**config.mk**
```make
export PLATFORM = sky130hd
export DESIGN_NAME = hex_out_pio_flat
export DESIGN_NICKNAME = d
export VERILOG_FILES = /design/src/rtl/hex_out_pio_if.sv /design/src/rtl/hex_out_pio.sv /design/src/flat_wrapper.sv
export SDC_FILE = /design/constraint.sdc
export NUM_CORES = 1
export LEC_CHECK = 0
export BUFFER_PORTS_ARGS = -buffer_cell sky130_fd_sc_hd__buf_2
export CAP_MARGIN = 20
export CORE_ASPECT_RATIO = 1.5
export CORE_UTILIZATION = 45
export CTS_CLUSTER_SIZE = 30
export DETAILED_ROUTE_END_ITERATION = 7
export HOLD_SLACK_MARGIN = 0.1
export PLACE_DENSITY = 0.66
export SETUP_SLACK_MARGIN = 0.4
export SLEW_MARGIN = 15
export SYNTH_ARGS = -nofsm -noshare
export SYNTH_HDL_FRONTEND = slang
export SYNTH_SLANG_ARGS = --single-unit
```
**constraint.sdc**
```tcl
create_clock -name clk -period 2.14 [get_ports clk]
set_input_delay 0.428 -clock clk [delete_from_list [all_inputs] [get_ports clk]]
set_output_delay 0.428 -clock clk [all_outputs]
set_load 0.01 [all_outputs]
```
**src/rtl/hex_out_pio_if.sv**
```systemverilog
// hex_out_pio_if: Avalon-MM slave bus bundle for hex_out_pio.
//   address    - register word offset (3 bits)
//   chipselect - slave select, qualifies writes
//   write_n    - active-low write strobe
//   writedata  - 32-bit write data
//   readdata   - 32-bit registered read data (driven by the slave)
interface hex_out_pio_if;
  logic [2:0]  address;
  logic        chipselect;
  logic        write_n;
  logic [31:0] writedata;
  logic [31:0] readdata;

  modport master (
    output address, chipselect, write_n, writedata,
    input  readdata
  );

  modport slave (
    input  address, chipselect, write_n, writedata,
    output readdata
  );
endinterface

```
**src/rtl/hex_out_pio.sv**
```systemverilog
// hex_out_pio: Avalon-MM output PIO driving one 7-segment HEX display, with
// atomic set/clear access and a hardware blink timer.
//   clk      - system clock
//   reset_n  - asynchronous active-low reset
//   bus      - hex_out_pio_if.slave (address, chipselect, write_n,
//              writedata, readdata; zero wait states, 1-cycle read latency)
//   out_port - registered segment drive (DATA_WIDTH bits)
// Register map: 0 DATA, 1 CTRL (bit0 blink_en), 2 PERIOD (half-period - 1),
//   3 reserved, 4 OUTSET, 5 OUTCLEAR, 6-7 unused.
// Optional build macro HEX_DECODE_EN: out_port becomes the active-low
//   gfedcba decode of data[3:0] instead of the raw data bits.
module hex_out_pio #(
  parameter int unsigned           DATA_WIDTH  = 7,
  parameter logic [DATA_WIDTH-1:0] RESET_VALUE = 7'h7F,
  parameter logic [DATA_WIDTH-1:0] BLANK_VALUE = 7'h7F
) (
  input  logic                  clk,
  input  logic                  reset_n,
  hex_out_pio_if.slave          bus,
  output logic [DATA_WIDTH-1:0] out_port
);

  typedef enum logic [2:0] {
    REG_DATA     = 3'd0,
    REG_CTRL     = 3'd1,
    REG_PERIOD   = 3'd2,
    REG_RSVD     = 3'd3,
    REG_OUTSET   = 3'd4,
    REG_OUTCLEAR = 3'd5
  } reg_addr_e;

`ifdef HEX_DECODE_EN
  function automatic logic [DATA_WIDTH-1:0] seg(input logic [3:0] nib);
    logic [6:0]  p;
    logic [31:0] w;
    p = '1;
    case (nib)
      4'h0: p = 7'h40;
      4'h1: p = 7'h79;
      4'h2: p = 7'h24;
      4'h3: p = 7'h30;
      4'h4: p = 7'h19;
      4'h5: p = 7'h12;
      4'h6: p = 7'h02;
      4'h7: p = 7'h78;
      4'h8: p = 7'h00;
      4'h9: p = 7'h10;
      4'hA: p = 7'h08;
      4'hB: p = 7'h03;
      4'hC: p = 7'h46;
      4'hD: p = 7'h21;
      4'hE: p = 7'h06;
      4'hF: p = 7'h0E;
      default: p = '1;
    endcase
    // Segments beyond gfedcba (wide DATA_WIDTH) are held off.
    w = {25'h1FF_FFFF, p};
    return w[DATA_WIDTH-1:0];
  endfunction
  localparam logic [DATA_WIDTH-1:0] RESET_SEG = seg(RESET_VALUE[3:0]);
`else
  localparam logic [DATA_WIDTH-1:0] RESET_SEG = RESET_VALUE;
`endif

  logic [DATA_WIDTH-1:0] data;
  logic                  ctrl;
  logic [31:0]           period;
  logic [31:0]           cnt;
  logic                  phase;

  logic                  wr;
  logic                  restart;
  logic                  active;
  logic [DATA_WIDTH-1:0] wd;
  logic [DATA_WIDTH-1:0] seg_now;
  logic [31:0]           rd_next;
  logic                  unused_wd;

  assign wr        = bus.chipselect & ~bus.write_n;
  assign wd        = bus.writedata[DATA_WIDTH-1:0];
  assign unused_wd = &{1'b0, bus.writedata};
  assign active    = ctrl & (period != '0);
  assign restart   = wr & ((bus.address == REG_CTRL) | (bus.address == REG_PERIOD));

`ifdef HEX_DECODE_EN
  assign seg_now = seg(data[3:0]);
`else
  assign seg_now = data;
`endif

  always_comb begin
    rd_next = '0;
    case (bus.address)
      REG_DATA:   rd_next = 32'(data);
      REG_CTRL:   rd_next = {31'd0, ctrl};
      REG_PERIOD: rd_next = period;
      default:    rd_next = '0;
    endcase
  end

  always_ff @(posedge clk or negedge reset_n) begin
    if (!reset_n) begin
      data         <= RESET_VALUE;
      ctrl         <= 1'b0;
      period       <= '0;
      cnt          <= '0;
      phase        <= 1'b0;
      bus.readdata <= '0;
      out_port     <= RESET_SEG;
    end else begin
      if (wr) begin
        case (bus.address)
          REG_DATA:     data   <= wd;
          REG_CTRL:     ctrl   <= bus.writedata[0];
          REG_PERIOD:   period <= bus.writedata;
          REG_OUTSET:   data   <= data | wd;
          REG_OUTCLEAR: data   <= data & ~wd;
          default:      ;
        endcase
      end

      // A CTRL/PERIOD write wins over the terminal-count toggle.
      if (restart || !active) begin
        cnt   <= '0;
        phase <= 1'b0;
      end else if (cnt == period) begin
        cnt   <= '0;
        phase <= ~phase;
      end else begin
        cnt   <= cnt + 32'd1;
      end

      out_port     <= (active && phase) ? BLANK_VALUE : seg_now;
      bus.readdata <= rd_next;
    end
  end

endmodule

```
**src/flat_wrapper.sv**
```systemverilog
// flat-port wrapper written by rule: the top's interface ports become plain ports
module hex_out_pio_flat 
#(
  parameter int unsigned           DATA_WIDTH  = 7,
  parameter logic [DATA_WIDTH-1:0] RESET_VALUE = 7'h7F,
  parameter logic [DATA_WIDTH-1:0] BLANK_VALUE = 7'h7F
)
  (clk, reset_n, out_port, bus_address, bus_chipselect, bus_write_n, bus_writedata, bus_readdata);
  hex_out_pio_if bus_i ();
  input  logic clk;
  input  logic reset_n;
  output logic [DATA_WIDTH-1:0] out_port;
  input wire logic [$bits(bus_i.address)-1:0] bus_address;
  input wire logic [$bits(bus_i.chipselect)-1:0] bus_chipselect;
  input wire logic [$bits(bus_i.write_n)-1:0] bus_write_n;
  input wire logic [$bits(bus_i.writedata)-1:0] bus_writedata;
  output wire logic [$bits(bus_i.readdata)-1:0] bus_readdata;
  assign bus_i.address = bus_address;
  assign bus_i.chipselect = bus_chipselect;
  assign bus_i.write_n = bus_write_n;
  assign bus_i.writedata = bus_writedata;
  assign bus_readdata = bus_i.readdata;
  hex_out_pio #(.DATA_WIDTH(DATA_WIDTH), .RESET_VALUE(RESET_VALUE), .BLANK_VALUE(BLANK_VALUE)) u_core (.clk(clk), .reset_n(reset_n), .bus(bus_i), .out_port(out_port));
endmodule
```
==> Word level (Yosys, flattened, before mapping) <==
Cells that the tools add are included.
{ "word_totals": {"register_bits": 112, "inputBits": 39, "out_inout_bits": 39, "elab_cells": 39} }
{ "op_classes": {"addsub": 1, "eq_ne": 5, "mux": 7, "n_bitwise": 9, "n_reduce_logical": 10} }
{ "op_table": {"columns": ["cell", "n"], "rows": [
  ["32-bit one-hot mux with 3 select lines", 1],
  ["32-bit two-way mux", 2],
  ["32-bit by 1-bit adder with 32-bit output (second input constant)", 1],
  ["32-bit == test", 1],
  ["32-bit nonzero test", 1],
  ["7-bit one-hot mux with 3 select lines", 1],
  ["7-bit bitwise AND", 1],
  ["7-bit two-way mux", 1],
  ["7-bit NOT", 1],
  ["7-bit OR", 1],
  ["3-bit == test (second input constant)", 2],
  ["2-bit AND reduction", 3],
  ["1-bit bitwise AND", 3],
  ["3-bit by 1-bit == test with 1-bit output (second input constant)", 1],
  ["3-bit by 2-bit == test with 1-bit output (second input constant)", 1],
  ["3-bit zero test", 1],
  ["3-bit nonzero test", 1],
  ["1-bit two-way mux", 2],
  ["1-bit NOT", 2],
  ["2-bit nonzero test", 1],
  ["1-bit logical AND", 1],
  ["1-bit zero test", 1],
  ["1-bit logical OR", 1],
  ["1-bit OR", 1]
]} }

==> Longest topological paths before layout <==
{ "logic_depth": {"word_depth": 5, "mapped_depth": 7, "depth_no_buf": 6} }

==> Least setup slack after synthesis <==
No wires, ideal clock.
{ "synth_timing": {"path_type": "register to register", "start": "register u_core.cnt[0]", "end": "register u_core.cnt[30]", "setup_time_ps": 118, "arrival_ps": 1642, "required_time_ps": 2022, "path_slack_ps": 379, "stages_incl_launch_ff": 7, "n_path_buf": 0, "period_less_slack_ps": 1761, "path_cell_list": "dfrtp_1 -> ha_1 -> nand4_1 -> nor4_4 -> nand4_1 -> xnor2_1 -> and2b_1"} }
{ "synth_via": {"elab_chain_len": 3, "elab_cells_between_ends": 4, "classes_between": "add/sub (1); eq/ne (1); mux (2)"} }
{ "synth_lines": {"columns": ["item", "line_no", "source"], "rows": [
  ["start: declaration", "hex_out_pio.sv:68", "logic [31:0] cnt;"],
  ["start signal: assignment", "hex_out_pio.sv:130", "cnt <= cnt + 32'd1;"],
  ["32-bit by 1-bit adder with 32-bit output or 32-bit == test (tied branches)", "hex_out_pio.sv:130, hex_out_pio.sv:126", null],
  ["32-bit two-way mux (*)", "hex_out_pio.sv:126", "end else if (cnt == period) begin"],
  ["32-bit two-way mux (*)", "hex_out_pio.sv:123", "if (restart || !active) begin"]
]} }
Mark *: on every way between the ends. The rest lies on a longest branch, timed or not.
A chain may end at the register's enable or synchronous reset.

==> Worst setup path after layout <==
{ "layout_timing": {"start": "register u_core.period[19]", "end": "register u_core.cnt[9]"} }
{ "layout_via": {"elab_chain_len": 5, "elab_cells_between_ends": 7, "classes_between": "eq/ne (1); mux (2); bitwise (1); reduce/logical (3)"} }
{ "layout_lines": {"columns": ["item", "line_no", "source"], "rows": [
  ["start: declaration", "hex_out_pio.sv:67", "logic [31:0] period;"],
  ["start signal: assignment", "hex_out_pio.sv:115", "REG_PERIOD: period <= bus.writedata;"],
  ["32-bit nonzero test", "hex_out_pio.sv:82", "assign active = ctrl & (period != '0);"],
  ["1-bit bitwise AND", "hex_out_pio.sv:82", null],
  ["1-bit zero test", "hex_out_pio.sv:123", null],
  ["1-bit logical OR", "hex_out_pio.sv:123", null],
  ["32-bit two-way mux (*)", "hex_out_pio.sv:123", null]
]} }
Marks and branches as above.

==> flow_summary.json <==
{
  "status": "complete, no violations",
  "clock_latency_ns": 0.34,
  "setup_viol": 0,
  "n_antenna_cell": 0,
  "critPathBufInv": 2,
  "synth.avg_cell_area_sq_um": 12.10,
  "path_cells": "xor2_2 > nor4_2 > nand4_1 > buf_4 > o21ai_4 > buf_12 > nor2_1",
  "h-tree-depth": 3,
  "worstMarginPinSlew_ns": 0.5012,
  "clkSinkCount": 112,
  "arrival_ns": 2.14,
  "initial_core_util_pct": 46.28,
  "finalSetupTns_ns": 0,
  "slew_headroom_pct": 66.28,
  "ir_drop_mv": 0.3876,
  "synth_top_area_share_pct": 50.04,
  "dp_slack_ns": 0.1399,
  "ff_latch_area_sq_um": 2830,
  "syn-num-nets": 445,
  "clock-root-buffer": "clkbuf_16",
  "ys_ff_latch": 112,
  "drc": 0,
  "place_hpwl_um": 8095,
  "fin_ws_ns": 0.2325,
  "grt_max_degree": 55,
  "die-area_sq_um": 11320,
  "skew_ns": 0.003575,
  "yosys.area.top_type": "dfrtp_1",
  "cts_buffers": 9,
  "die_x_um": 87.21,
  "synth_cells": 405,
  "grt_pass1_vias": 3508,
  "port-buffer-count": 77,
  "async_reset_ff_share_pct": 100.0,
  "synthFlopType": "dfrtp_1",
  "die_y_um": 129.8,
  "fin_crit_sh_pct": 89.13,
  "min_path_type": "in -> reg",
  "area_growth_pct": 22.49,
  "fmax_ghz": 0.5243,
  "drive_gt1_share_pct": 34.70,
  "path_class": "reg -> reg",
  "drv_slew": 0,
  "start_kind": "flop",
  "gp_congestion": 0.8371,
  "num_rows": 46,
  "cp_max_fo": 20,
  "cts_tree": "built",
  "rsz0062_at_grt": "yes",
  "drtPass1Iterations": 6,
  "ys_types": 40,
  "design_area_sq_um": 6003,
  "synth_top_cells_by_count": "dfrtp_1, xor2_1, nor2_1, and2_1, mux2_2",
  "worstSetupEndpointType": "flop",
  "synth_edf_count": 0,
  "wl_per_cell_um": 16.50,
  "dp.cells": 625,
  "hold_slack_ns": 0.2959,
  "crit_path_top_delay_cell": "dfrtp_2",
  "dpl-instance-area_sq_um": 5532,
  "clock_tree.buffer_depth": 2,
  "synth-seq-area-share_pct": 57.54,
  "antenna_found_initial": 0,
  "overflow": 0,
  "grt_util_all_layers_pct": 20.75,
  "cp_top_family": "simple AND/OR/NAND/NOR gates",
  "synth_area_sq_um": 4901,
  "hold_viol_final": 0,
  "period_needed_ns": 1.907,
  "via_per_inst": 5.169,
  "crit_required_ns": 2.37,
  "multi_input_area_sq_um": 2073,
  "yosysWarnings": 0,
  "fin_nets": 548,
  "clk_pin_slew_worst_paths_ns": 0.07,
  "totalWireLength_um": 10840,
  "max_stage_delay_ns": 0.46,
  "p_leak_nw": 2.923,
  "io_pins": 78,
  "synth_most_common_cell": "dfrtp_1",
  "coreArea_sq_um": 10590,
  "final_antenna_net_count": 0,
  "drt_first_iter_violations": 135,
  "grt_first_pass_wirelength_um": 17510,
  "fillCellCount": 934,
  "stdcell_count": 657,
  "via_count": 3396,
  "synth_area_leaders": "dfrtp_1, xor2_1, dfstp_2",
  "drv_cap": 0,
  "power_density_nw_per_um2": 823.3
}
==> worst reg2reg max path, cell delays in order (launching register included) <==
cell and delay, ns:
dfrtp_2 0.46, xor2_2 0.17, nor4_2 0.34, nand4_1 0.18, buf_4 0.18, o21ai_4 0.22
buf_12 0.19, nor2_1 0.06
==> per-stage QoR <==
step,power [mW],utilization [%]
2_1_floorplan,3.033,-
3_3_place_gp,3.369,52.23
3_5_place_dp,3.389,52.23
4_1_cts,4.935,55.84
5_1_grt,5.158,56.69
6_report,4.942,56.69
==> state kept, by name (all words and copies together), names as in the netlist <==
name	flops
u_core.bus.readdata	32
u_core.cnt	32
u_core.ctrl	1
u_core.data	7
u_core.out_port	7
u_core.period	32
u_core.phase	1
==> routing by layer <==
metal | vias to the layer above | GRT usage [%] | part of all wire [%]
met1 | 1689 | 23.36 | 39
met3 | 24 | 2.783 | 2.9
met2 | 77 | 37.66 | 54
li1 | 1606 | - | -
met5 | - | 0 | 0
met4 | 0 | 11.28 | 3.8
==> worst paths after layout <==
| path | from | to | slack [ns] | depth (start not counted) |
|---|---|---|---|---|
| setup / recovery | u_core.period[19]$_DFFE_PN0P_ | u_core.cnt[9]$_DFF_PN0_ | 0.23 | 7 |
| hold / removal | bus_writedata[9] | u_core.period[9]$_DFFE_PN0P_ | 0.30 | 2 |
| setup reg to reg | u_core.period[19]$_DFFE_PN0P_ | u_core.cnt[9]$_DFF_PN0_ | 0.23 | 7 |
| hold reg to reg | u_core.data[2]$_DFFE_PN1P_ | u_core.out_port[2]$_DFF_PN1_ | 0.51 | 1 |
| max in group asynchronous | reset_n | u_core.data[4]$_DFFE_PN1P_ | 0.89 | 3 |
| min in group asynchronous | reset_n | u_core.period[24]$_DFFE_PN0P_ | 0.57 | 2 |
==> timing repair <==
action,in CTS,in global routing
setup endpoints to repair,33,40
setup buffers,11,4
hold buffers,1,0
pin swaps,7,6
gates resized for setup,8,12
endpoints found under the hold margin,29,0
==> final cells by class <==
cell class / instances / share of cell area, %
Inverter: 4 / 0.2501
Multi-Input combinational cell: 276 / 34.54
Clock buffer: 11 / 3.877
Clock inverter: 5 / 0.5627
Timing Repair Buffer: 105 / 10.63
Sequential cell: 112 / 47.14
Tap cell: 144 / 3.001
==> power by group <==
group	switching, mW	internal (mW)	total [mW]
clock network	0.727	0.788	1.52
registers	0.269	2.39	2.66
logic	0.367	0.402	0.769
total	1.36	3.58	4.94
==> cell usage in the layout (no fill, tap or decap), drive strengths merged, types with 4 or more instances in the layout <==
cell,n
clkbuf,11
nand2b,8
and3,7
dfstp,14
inv,4
xnor2,10
nand3,15
o21ai,9
xor2,53
nor3,4
nor2,43
nand4,12
dfrtp,98
and2,25
and4,6
mux2,33
nand2,8
buf,104
mux2i,7
nor4,19
a22o,7
==> cells by family (layout without fill, tap and decap cells) <==
| family | count (synthesis) | count (layout) | synth area share [%] |
|---|---|---|---|
| simple gates | 151 | 151 | 17.36 |
| flops | 112 | 112 | 57.54 |
| xor+xnor | 63 | 63 | 11.26 |
| mux | 40 | 40 | 9.012 |
| compound gates | 21 | 21 | 2.859 |
| buf+inv | 17 | 125 | 1.710 |
| fa+ha+maj | 1 | 1 | 0.2553 |
Note: power is estimated with default switching activity, not from simulation.
